==> src/rtl/ddr3_arb_pkg.sv <==
// Shared types and constants for the two-port DDR3 command arbiter.
package ddr3_arb_pkg;

  localparam int DEF_ADDR_W = 27;
  localparam int DEF_DATA_W = 128;

  localparam logic CMD_WR = 1'b0;
  localparam logic CMD_RD = 1'b1;

  typedef enum logic {
    IDLE  = 1'b0,
    GRANT = 1'b1
  } arb_state_e;

  // One entry per accepted read: who asked, and how many beats minus one.
  typedef struct packed {
    logic       id;
    logic [5:0] burst_cnt;
  } tag_t;

endpackage

==> src/rtl/ddr3_tag_fifo.sv <==
// Outstanding-read tag FIFO; a push while full is dropped, so a read is
// never accepted without a slot to remember where its data goes.
module ddr3_tag_fifo
  import ddr3_arb_pkg::*;
#(
  parameter int DEPTH = 4
) (
  input  logic clk,
  input  logic rst,
  input  logic push,
  input  tag_t push_tag,
  input  logic pop,
  output tag_t head,
  output logic full,
  output logic empty
);

  localparam int AW = $clog2(DEPTH);

  tag_t        mem [DEPTH];
  logic [AW:0] wr_ptr;
  logic [AW:0] rd_ptr;
  logic        do_push;
  logic        do_pop;

  assign empty   = (wr_ptr == rd_ptr);
  assign full    = (wr_ptr[AW] != rd_ptr[AW]) && (wr_ptr[AW-1:0] == rd_ptr[AW-1:0]);
  assign do_push = push && !full;
  assign do_pop  = pop && !empty;
  assign head    = mem[rd_ptr[AW-1:0]];

  always_ff @(posedge clk or posedge rst) begin
    if (rst) begin
      wr_ptr <= '0;
      rd_ptr <= '0;
    end else begin
      if (do_push) wr_ptr <= wr_ptr + 1'b1;
      if (do_pop)  rd_ptr <= rd_ptr + 1'b1;
    end
  end

  always_ff @(posedge clk) begin
    if (do_push) mem[wr_ptr[AW-1:0]] <= push_tag;
  end

endmodule

==> src/rtl/ddr3_cmd_arbiter.sv <==
// Round-robin arbiter of two command requesters onto one bridge port, with
// in-order routing of read response beats back to the requester that asked.
module ddr3_cmd_arbiter
  import ddr3_arb_pkg::*;
#(
  parameter int ADDR_W    = DEF_ADDR_W,
  parameter int DATA_W    = DEF_DATA_W,
  parameter int TAG_DEPTH = 4
) (
  input  logic                clk,
  input  logic                rst,
  input  logic                req0_cmd_valid,
  output logic                req0_cmd_rdy,
  input  logic                req0_cmd_type,
  input  logic [ADDR_W-1:0]   req0_cmd_addr,
  input  logic [5:0]          req0_cmd_burst_cnt,
  input  logic [DATA_W-1:0]   req0_cmd_wt_data,
  input  logic [DATA_W/8-1:0] req0_cmd_wt_mask,
  output logic                req0_rsp_valid,
  input  logic                req0_rsp_rdy,
  output logic [DATA_W-1:0]   req0_rsp_data,
  input  logic                req1_cmd_valid,
  output logic                req1_cmd_rdy,
  input  logic                req1_cmd_type,
  input  logic [ADDR_W-1:0]   req1_cmd_addr,
  input  logic [5:0]          req1_cmd_burst_cnt,
  input  logic [DATA_W-1:0]   req1_cmd_wt_data,
  input  logic [DATA_W/8-1:0] req1_cmd_wt_mask,
  output logic                req1_rsp_valid,
  input  logic                req1_rsp_rdy,
  output logic [DATA_W-1:0]   req1_rsp_data,
  output logic                fifo_cmd_valid,
  input  logic                fifo_cmd_rdy,
  output logic                fifo_cmd_type,
  output logic [ADDR_W-1:0]   fifo_cmd_addr,
  output logic [5:0]          fifo_cmd_burst_cnt,
  output logic [DATA_W-1:0]   fifo_cmd_wt_data,
  output logic [DATA_W/8-1:0] fifo_cmd_wt_mask,
  input  logic                fifo_rsp_valid,
  output logic                fifo_rsp_rdy,
  input  logic [DATA_W-1:0]   fifo_rsp_data
);

  // Handshakes: a transfer happens in the cycle where valid and rdy are both
  // high; valid never drops before that, and rdy may depend on valid.
  arb_state_e state;
  logic       gnt;
  logic       ptr;
  logic       elig0;
  logic       elig1;
  logic       pick;
  logic       cmd_hs;
  tag_t       push_tag;
  tag_t       head;
  logic       tag_full;
  logic       tag_empty;
  logic       rsp_hs;
  logic       beat_active;
  logic [5:0] beat_cnt;
  logic [5:0] beats_left;
  logic       last_beat;

  assign elig0 = req0_cmd_valid && (req0_cmd_type == CMD_WR || !tag_full);
  assign elig1 = req1_cmd_valid && (req1_cmd_type == CMD_WR || !tag_full);
  assign pick  = (elig0 && elig1) ? ptr : elig1;

  always_ff @(posedge clk or posedge rst) begin
    if (rst) begin
      state <= IDLE;
      gnt   <= 1'b0;
      ptr   <= 1'b0;
    end else begin
      case (state)
        IDLE: begin
          if (elig0 || elig1) begin
            gnt   <= pick;
            state <= GRANT;
          end
        end
        GRANT: begin
          if (fifo_cmd_rdy) begin
            ptr   <= ~gnt;
            state <= IDLE;
          end
        end
        default: state <= IDLE;
      endcase
    end
  end

  assign fifo_cmd_valid = (state == GRANT);
  assign cmd_hs         = fifo_cmd_valid && fifo_cmd_rdy;
  assign req0_cmd_rdy   = fifo_cmd_valid && !gnt && fifo_cmd_rdy;
  assign req1_cmd_rdy   = fifo_cmd_valid && gnt && fifo_cmd_rdy;

  always_comb begin
    fifo_cmd_type      = req0_cmd_type;
    fifo_cmd_addr      = req0_cmd_addr;
    fifo_cmd_burst_cnt = req0_cmd_burst_cnt;
    fifo_cmd_wt_data   = req0_cmd_wt_data;
    fifo_cmd_wt_mask   = req0_cmd_wt_mask;
    if (gnt) begin
      fifo_cmd_type      = req1_cmd_type;
      fifo_cmd_addr      = req1_cmd_addr;
      fifo_cmd_burst_cnt = req1_cmd_burst_cnt;
      fifo_cmd_wt_data   = req1_cmd_wt_data;
      fifo_cmd_wt_mask   = req1_cmd_wt_mask;
    end
  end

  assign push_tag = '{id: gnt, burst_cnt: fifo_cmd_burst_cnt};

  ddr3_tag_fifo #(.DEPTH(TAG_DEPTH)) u_tag_fifo (
    .clk      (clk),
    .rst      (rst),
    .push     (cmd_hs && fifo_cmd_type == CMD_RD),
    .push_tag (push_tag),
    .pop      (rsp_hs && last_beat),
    .head     (head),
    .full     (tag_full),
    .empty    (tag_empty)
  );

  // The head tag owns the response channel until its last beat is taken.
  assign fifo_rsp_rdy   = !tag_empty && (head.id ? req1_rsp_rdy : req0_rsp_rdy);
  assign req0_rsp_valid = !tag_empty && !head.id && fifo_rsp_valid;
  assign req1_rsp_valid = !tag_empty && head.id && fifo_rsp_valid;
  assign req0_rsp_data  = fifo_rsp_data;
  assign req1_rsp_data  = fifo_rsp_data;
  assign rsp_hs         = fifo_rsp_valid && fifo_rsp_rdy;

  assign beats_left = beat_active ? beat_cnt : head.burst_cnt;
  assign last_beat  = (beats_left == 6'd0);

  always_ff @(posedge clk or posedge rst) begin
    if (rst) begin
      beat_active <= 1'b0;
      beat_cnt    <= 6'd0;
    end else if (rsp_hs) begin
      if (last_beat) begin
        beat_active <= 1'b0;
        beat_cnt    <= 6'd0;
      end else begin
        beat_active <= 1'b1;
        beat_cnt    <= beats_left - 6'd1;
      end
    end
  end

endmodule

==> config.mk <==
export PLATFORM = sky130hd
export DESIGN_NAME = ddr3_cmd_arbiter
export DESIGN_NICKNAME = d
export VERILOG_FILES = /design/src/rtl/ddr3_arb_pkg.sv /design/src/rtl/ddr3_tag_fifo.sv /design/src/rtl/ddr3_cmd_arbiter.sv
export SDC_FILE = /design/constraint.sdc
export NUM_CORES = 1
export LEC_CHECK = 0
export ABC_AREA = 1
export CAP_MARGIN = 20
export CORE_AREA = 5 5 362 364
export DETAILED_ROUTE_END_ITERATION = 8
export DIE_AREA = 0 0 367 369
export GPL_TIMING_DRIVEN = 0
export SYNTH_ARGS = -nofsm -noshare
export SYNTH_HDL_FRONTEND = slang
export SYNTH_SLANG_ARGS = --single-unit
==> constraint.sdc <==
create_clock -name clk -period 4.45 [get_ports clk]
set_input_delay 0.89 -clock clk [delete_from_list [all_inputs] [get_ports clk]]
set_output_delay 0.89 -clock clk [all_outputs]
set_load 0.01 [all_outputs]
==> results by group, run 1 <==
Clocking
  – Clock tree buffer depth: 2
  – Hold-fix buffers, CTS: 0
  – Cts bufs inserted: 5
  – Root Driver: clkbuf_16
  – H-Tree Depth: 2
  – CTS tree: built
  – Clock transition at path regs: approximately 0.060 ns
  – Clock sinks: 44
  – Clk_lat worst skew: roughly 0.28 ns
  – # resized after CTS: 14
  – Post-CTS Setup Bufs: 0

Floorplanning
  – CORE AREA: between 100000 and 150000 sq um
  – Die W: approximately 370 um
  – Overall die height: 369 um
  – Starting density of the core: 0.04939
  – Die ar.: roughly 140000 sq um
  – Top Ports: between 900 and 1k
  – Row count: about 130

STA
  – Max Fclk: roughly 240 MHz
  – RSZ-0062 raised after global routing: false
  – Setup violations, final: 0
  – Fin. Hold Viols: 0
  – Relative slew slack: 0.2674
  – Hold_ws: 0.4784 ns
  – Final min period: approximately 4.2 ns
  – Max-slew violations: 0
  – Fin crit share: 0.9363
  – Clk_skew: 0.006062 ns
  – Worst slew pin tran: around 1.1 ns

Place
  – Placed Area: about 16000 sq um
  – Port Buffers: 803
  – RD Place Congestion: approximately 0.94
  – Dpl hpwl: approximately 81 mm

Setup path
  – Crit. End Element: output port
  – Critical Path RT: approximately 3.6 ns
  – Critical Path Fanout Max: 13
  – Worst r2r dst: u_tag_fifo.mem[2][3]
  – Slowest CP cell: clkdlybuf4s50_1
  – Slowest Stage Delay on Critical Path: around 0.61 ns
  – Worst-path cell chain: clkbuf_4 > clkbuf_4 > clkbuf_1 > nand2_1 > nand2_1 > clkdlybuf4s50_1
  – Worst Path Class, Setup: reg2out
  – Reg2Reg Depth: 6
  – RR Startpoint: gnt
  – Crit start category: flip-flop
  – Register-to-register path setup slack: between 1.5 and 2 ns
  – Arr. time, crit path: about 3.3 ns

Final layout
  – Commonest non-fill, non-tap cell in the layout: clkdlybuf4s50_1
  – NumNets Final: about 2.4k
  – Most frequent cells in the layout: clkdlybuf4s50_1, nand2_1, buf_4, inv_1, edfxtp_1
  – Layout cell share with drive strength beyond 1: 0.1592
  – Non-Filler Cell Area, Final: 16620 sq um
  – Area delta synth->final: 164.9%
  – FILL cells: around 15k

Global routing
  – Number of antenna violations at the first check in global routing: 39
  – Number of global-route vias before repair: ~9.4k
  – Total Routing Usage GR: 0.1187
  – Largest net degree at the start of global routing: 17
  – First-pass GRT wire length: around 100 mm
  – Grt total ovfl: 0

Logic synthesis
  – Asr flop ratio synth: 0.3636
  – Area share of the largest cell type after synthesis: 0.3542
  – Register area share after synthesis: 0.1978
  – Library cells used by synthesis: 32
  – Yosys reg bits: 44
  – Syn_nets: approximately 1.6k
  – Synth area leaders: nand2_1, buf_4, edfxtp_1, dfrtp_1, inv_1
  – Main synth FF type: edfxtp_1
  – Biggest area consumer among synthesized cells: nand2_1
  – Syn_area_per_cell: between 5 and 6 sq um
  – Post-synth EDFFs: 28
  – Synthesized cell area: 6274 sq um
  – Cells after synthesis: 1060
  – Ys Warns: 0

Run status
  – Status: finished, final reports clean

Route
  – DRC viols: 0
  – 1st-iter DRT viols: 630
  – Routed Wire Length: slightly below 90 mm
  – Vias per inst: 2.755
  – ANT nets after route: 0
  – DR WL/cell: 24.43 um
  – Vias: 9779
  – First drt pass iteration count: 5

Power and ir drop
  – Max VDD drop: 0.0001804 V
  – Leakage power: between 7 and 8 nW
  – Power Density: roughly 400 nW/um^2

Hold path
  – Cells on Worst Hold Path: 2
  – Worst Hold Class: reg2reg
  – Hold Crit Start: beat_cnt[3]
  – Hold Path End: beat_cnt[3]

Job
  – Max-Cap Viols: 0
-- cell families after synthesis --
logic type,after synthesis,share of synthesized area
fa+ha+maj,6,0.01197
buf+inv,342,0.3634
compound gates,15,0.01336
flops,44,0.1978
simple gates,644,0.4009
xor+xnor,9,0.01256
-- state kept, by name, summed over array words and instances, names as in the netlist --
name and count:
beat_cnt 6, u_tag_fifo.wr_ptr 3, fifo_cmd_valid 1, u_tag_fifo.mem 28
u_tag_fifo.rd_ptr 3, gnt 1, ptr 1, beat_active 1
-- Yosys cell counts (all sizes together) (4+ instances only) --
cell and number:
buf 265, clkbuf 34, dfrtp 16, edfxtp 28, ha 6, inv 43
nand2 598, nand3 23, nor2 16, o21ai 11, or2 4, xnor2 4
xor2 5
-- area by class of cell --
cell class                 instances  area, sq um  area share
tap                             1662         2079      0.1251
clock buffer                       6        138.9    0.008358
buffer                           299         2143      0.1290
multi-input combinational        674         2753      0.1657
inverter                          43        163.9    0.009864
clock inverter                     2        10.01   0.0006024
timing repair buffer             804         8048      0.4843
antenna                           16        40.04    0.002409
sequential                        44         1241     0.07469
-- metrics by stage --
stage	util	TNS [ns]	instances	total power [W]	setup slack, ns
after CTS	0.1305	0	3534	0.006822	0.02595
after floorplan	-	0	1060	0.002723	2.194
after global placement	0.1290	-37.49	3525	0.006421	-1.113
after detailed placement	0.1292	-7.086	3526	0.006409	-0.5583
final	0.1308	0	3550	0.006615	0.2836
after global routing	0.1305	0	3534	0.007153	0.01241
-- power by group --
part | leakage [nW] | total (W) | internal, W | switching [W]
clock | 0.0767 | 0.000365 | 0.000221 | 0.000144
sequential | 0.446 | 0.000625 | 0.000565 | 0.0000596
combinational | 6.62 | 0.00563 | 0.00230 | 0.00332
total | 7.14 | 0.00662 | 0.00309 | 0.00353
-- worst max-delay path, delay by kind of cell, from the launching register on --
kind | cells | cell delay, ns
AND/OR/NAND/NOR | 2 | 0.52
buffers and inverters | 4 | 1.97
flip-flops | 1 | 0.46
-- worst max-delay path by stage --
stage / start / end / slack, ns / depth (start not counted)
after CTS: gnt / fifo_cmd_wt_data[52] / 0.03 / 6
after global routing: gnt / fifo_cmd_wt_data[95] / 0.01 / 7
after global placement: gnt / fifo_cmd_wt_data[46] / -1.11 / 7
after floorplan: gnt / fifo_cmd_wt_data[100] / 2.19 / 6
final: gnt / fifo_cmd_wt_data[62] / 0.28 / 6
after detailed placement: gnt / fifo_cmd_wt_data[46] / -0.56 / 7
-- per-layer routing --
metal | track usage | vias up | wire, um
met3 | 0.08676 | 48 | 14880
met1 | 0.1435 | 4493 | 34600
li1 | - | 4578 | -
met4 | 0.003901 | 16 | 346
met2 | 0.1793 | 644 | 36800
met5 | 0 | - | 111
Note: power is estimated with default switching activity, not from simulation.
==> run 2, diff against run 1 <==
--- a/config.mk
+++ b/config.mk
@@ -6,11 +6,11 @@
 export NUM_CORES = 1
 export LEC_CHECK = 0
 export ABC_AREA = 1
-export CAP_MARGIN = 20
 export CORE_AREA = 5 5 362 364
 export DETAILED_ROUTE_END_ITERATION = 8
 export DIE_AREA = 0 0 367 369
 export GPL_TIMING_DRIVEN = 0
+export HOLD_SLACK_MARGIN = 0.05
 export SYNTH_ARGS = -nofsm -noshare
 export SYNTH_HDL_FRONTEND = slang
 export SYNTH_SLANG_ARGS = --single-unit
==> run 2 against run 1 <==
  * Sequential share of layout area barely moved
  * Critical path depth unchanged
  * Final cell count hardly changed
  * Combinational power about the same
  * Clock power is 5.8% lower
  * Power fell by 0.53%
  * Global-route usage hardly changed
  * Die area is the same
  * Routed wire length up 0.13%
  * Highest routed layer unchanged
  * Core utilization hardly changed
  * Via count grew 0.18%
  * Critical endpoint unchanged
  * Clock skew is 0.0030 ns lower
==> results by group, run 2 (synthesis gave the netlist of run 1 again) <==
Run status
  – Status: finished, final reports clean

Clocking
  – Clock tree buffer depth: 2 (unchanged)
  – Root Driver: clkbuf_16
  – Post-CTS Setup Bufs: 0 (unchanged)
  – H-Tree Depth: 2 (unchanged)
  – CTS tree: built
  – Clock sinks: 44 (unchanged)
  – Cts bufs inserted: 5 (unchanged)
  – Clk_lat worst skew: 0.28 ns (about the same)
  – Clock transition at path regs: 0.06 ns (about the same)

Final layout
  – Layout cell share with drive strength beyond 1: 0.1577 (-0.001518)
  – Multi-input logic area: 2753 sq um (unchanged)
  – Area delta synth->final: 164.6%
  – FF/Latch Area: 1241 sq um (unchanged)
  – NumNets Final: 2368 (-0.042%)
  – FILL cells: 14.64k (+0.082%)
  – Commonest non-fill, non-tap cell in the layout: clkdlybuf4s50_1
  – Max reg flops: 28 (unchanged)
  – Most frequent cells in the layout: clkdlybuf4s50_1, nand2_1, buf_4, inv_1

Setup path
  – Crit start category: flip-flop
  – Register-to-register path setup slack: 1.91 ns (about the same)
  – Crit. End Element: output port
  – Critical Path RT: 3.56 ns (about the same)
  – Worst Path Class, Setup: reg2out
  – Reg2Reg Depth: 6 (unchanged)
  – Critical Path Fanout Max: 12 (-1)
  – RR Startpoint: gnt
  – Worst r2r dst: u_tag_fifo.mem[2][3]
  – Arr. time, crit path: 3.28 ns (about the same)

Route
  – First drt pass iteration count: 5 (unchanged)
  – ANT nets after route: 0 (unchanged)
  – Vias per inst: 2.758 (+0.13%)
  – DRC viols: 0 (unchanged)
  – Routed Wire Length: 86.86 mm (+0.13%)
  – DR WL/cell: 24.45 um (about the same)
  – Vias: 9797 (+0.18%)
  – 1st-iter DRT viols: 735 (+17%)

STA
  – Setup TNS: 0 ns (unchanged)
  – Hold_ws: 0.4776 ns (-0.0008320 ns)
  – Setup violations, final: 0 (unchanged)
  – Max Fclk: 239.6 MHz (-0.16%)
  – Max-slew violations: 0 (unchanged)
  – Final min period: 4.173 ns (+0.006746 ns)
  – Clk_skew: 0.003019 ns (-0.003042 ns)
  – Fin crit share: 0.9378 (+0.001516)
  – Relative slew slack: 0.2173 (-0.05005)
  – Fin. Hold Viols: 0 (unchanged)
  – RSZ-0062 raised after global routing: false
  – Worst slew pin tran: 1.174 ns (+0.07508 ns)

Global routing
  – Total Routing Usage GR: 0.1184 (-0.0003571)
  – First-pass GRT wire length: 104.2 mm (-0.20%)
  – Grt total ovfl: 0 (unchanged)
  – Number of global-route vias before repair: 9348 (-0.43%)
  – Number of antenna violations at the first check in global routing: 36 (-7.7%)
  – Largest net degree at the start of global routing: 17 (unchanged)

Power and ir drop
  – Overall power: 0.006580 W (-0.53%)
  – Net Sw Power: 0.003515 W (-0.30%)
  – Clk network pwr share: 0.052 (-0.003)
  – Max VDD drop: 0.0001838 V (+1.9%)
  – Sequential power share: 0.095 (about the same)
  – Internal power: 0.003065 W (-0.80%)
  – Power Density: 396.4 nW/um^2 (-0.42%)
  – Switching Fraction: 0.5342 (+0.001255)
  – Combinational share of power: 0.853 (+0.003)
  – Leakage power: 7.126 nW (-0.22%)

Hold path
  – Hold Crit Start: beat_cnt[5]
  – Cells on Worst Hold Path: 2 (unchanged)
  – Hold Path End: beat_cnt[5]
  – Worst Hold Class: reg2reg

Place
  – RD Place Congestion: 0.9405 (unchanged)
  – Port Buffers: 803 (unchanged)
  – Dpl hpwl: 80.49 mm (-0.15%)

Floorplanning
  – Die ar.: 135400 sq um (unchanged)
  – CORE AREA: 127000 sq um (unchanged)
  – Top Ports: 932 (unchanged)
  – Die W: 367 um (unchanged)
  – Overall die height: 369 um (unchanged)
  – Starting density of the core: 0.04939 (unchanged)
  – Row count: 131 (unchanged)

Job
  – Max-Cap Viols: 0 (unchanged)
[run 2: changes by cell type in the layout (fill, tap and decap cells not counted)]
cell      before  now
diode_2       16   19
clkinv_2       2    0
buf_8          1    0
clkbuf_1      27   28
clkbuf_2       3    4
clkbuf_8       2    1
clkinv_1       0    1
[run 2: timing repair]
action	CTS	global route
setup endpoints to repair	66	4
gates resized for setup	15	1
hold buffers	0	0
cloned	0	0
[run 2: layout make-up]
type | count | area share
diodes | 19 | 0.002864
plain buffers | 299 | 0.1292
inverters | 43 | 0.009875
clock inverters | 1 | 0.0002261
flip-flops and latches | 44 | 0.07478
repair buffers | 803 | 0.4839
clock buffers | 7 | 0.007990
well taps | 1662 | 0.1253
multi-input cells | 674 | 0.1658
[run 2: worst max-delay path, cell delays in order, from the launching register on]
cell             delay (ns)
dfrtp_1                0.45
clkbuf_4               0.41
clkbuf_4               0.45
clkbuf_1               0.49
nand2_1                0.31
nand2_1                0.23
clkdlybuf4s50_1        0.61
[run 2: power groups by stage]
stage | clock network [W] | registers (W) | logic (W)
after global placement | 0 | 0.000629 | 0.00579
after floorplan | 0 | 0.000620 | 0.00210
after detailed placement | 0 | 0.000634 | 0.00577
after CTS | 0.000350 | 0.000627 | 0.00582
after global routing | 0.000367 | 0.000638 | 0.00611
final | 0.000344 | 0.000626 | 0.00561
[run 2: how the worst max path moves through the flow]
stage                       endpoint  slack (ns)  startpoint  cells after the start
2_1_floorplan  fifo_cmd_wt_data[100]        2.19         gnt                      6
3_3_place_gp    fifo_cmd_wt_data[46]       -1.11         gnt                      7
3_5_place_dp    fifo_cmd_wt_data[46]       -0.54         gnt                      7
4_1_cts         fifo_cmd_wt_data[52]        0.02         gnt                      6
5_1_grt         fifo_cmd_wt_data[95]        0.05         gnt                      7
6_report        fifo_cmd_wt_data[62]        0.28         gnt                      6
[run 2: metrics by stage]
step	cell area, sq um	cells	utilization	setup slack (ns)
final	16600	3552	0.1307	0.2768
after floorplan	6274	1060	-	2.194
after global routing	16550	3533	0.1303	0.04716
after detailed placement	16390	3525	0.1291	-0.5415
after CTS	16550	3533	0.1303	0.01521
after global placement	16390	3525	0.1290	-1.113
[run 2: routing by layer]
metal | vias up | wire [um] | part of all wire | global-route usage
met5 | - | 158 | 0.0018 | 0
met4 | 24 | 180 | 0.0021 | 0.002701
met3 | 46 | 14330 | 0.16 | 0.08491
li1 | 4577 | - | - | -
met2 | 636 | 36950 | 0.43 | 0.1799
met1 | 4514 | 35240 | 0.41 | 0.1435
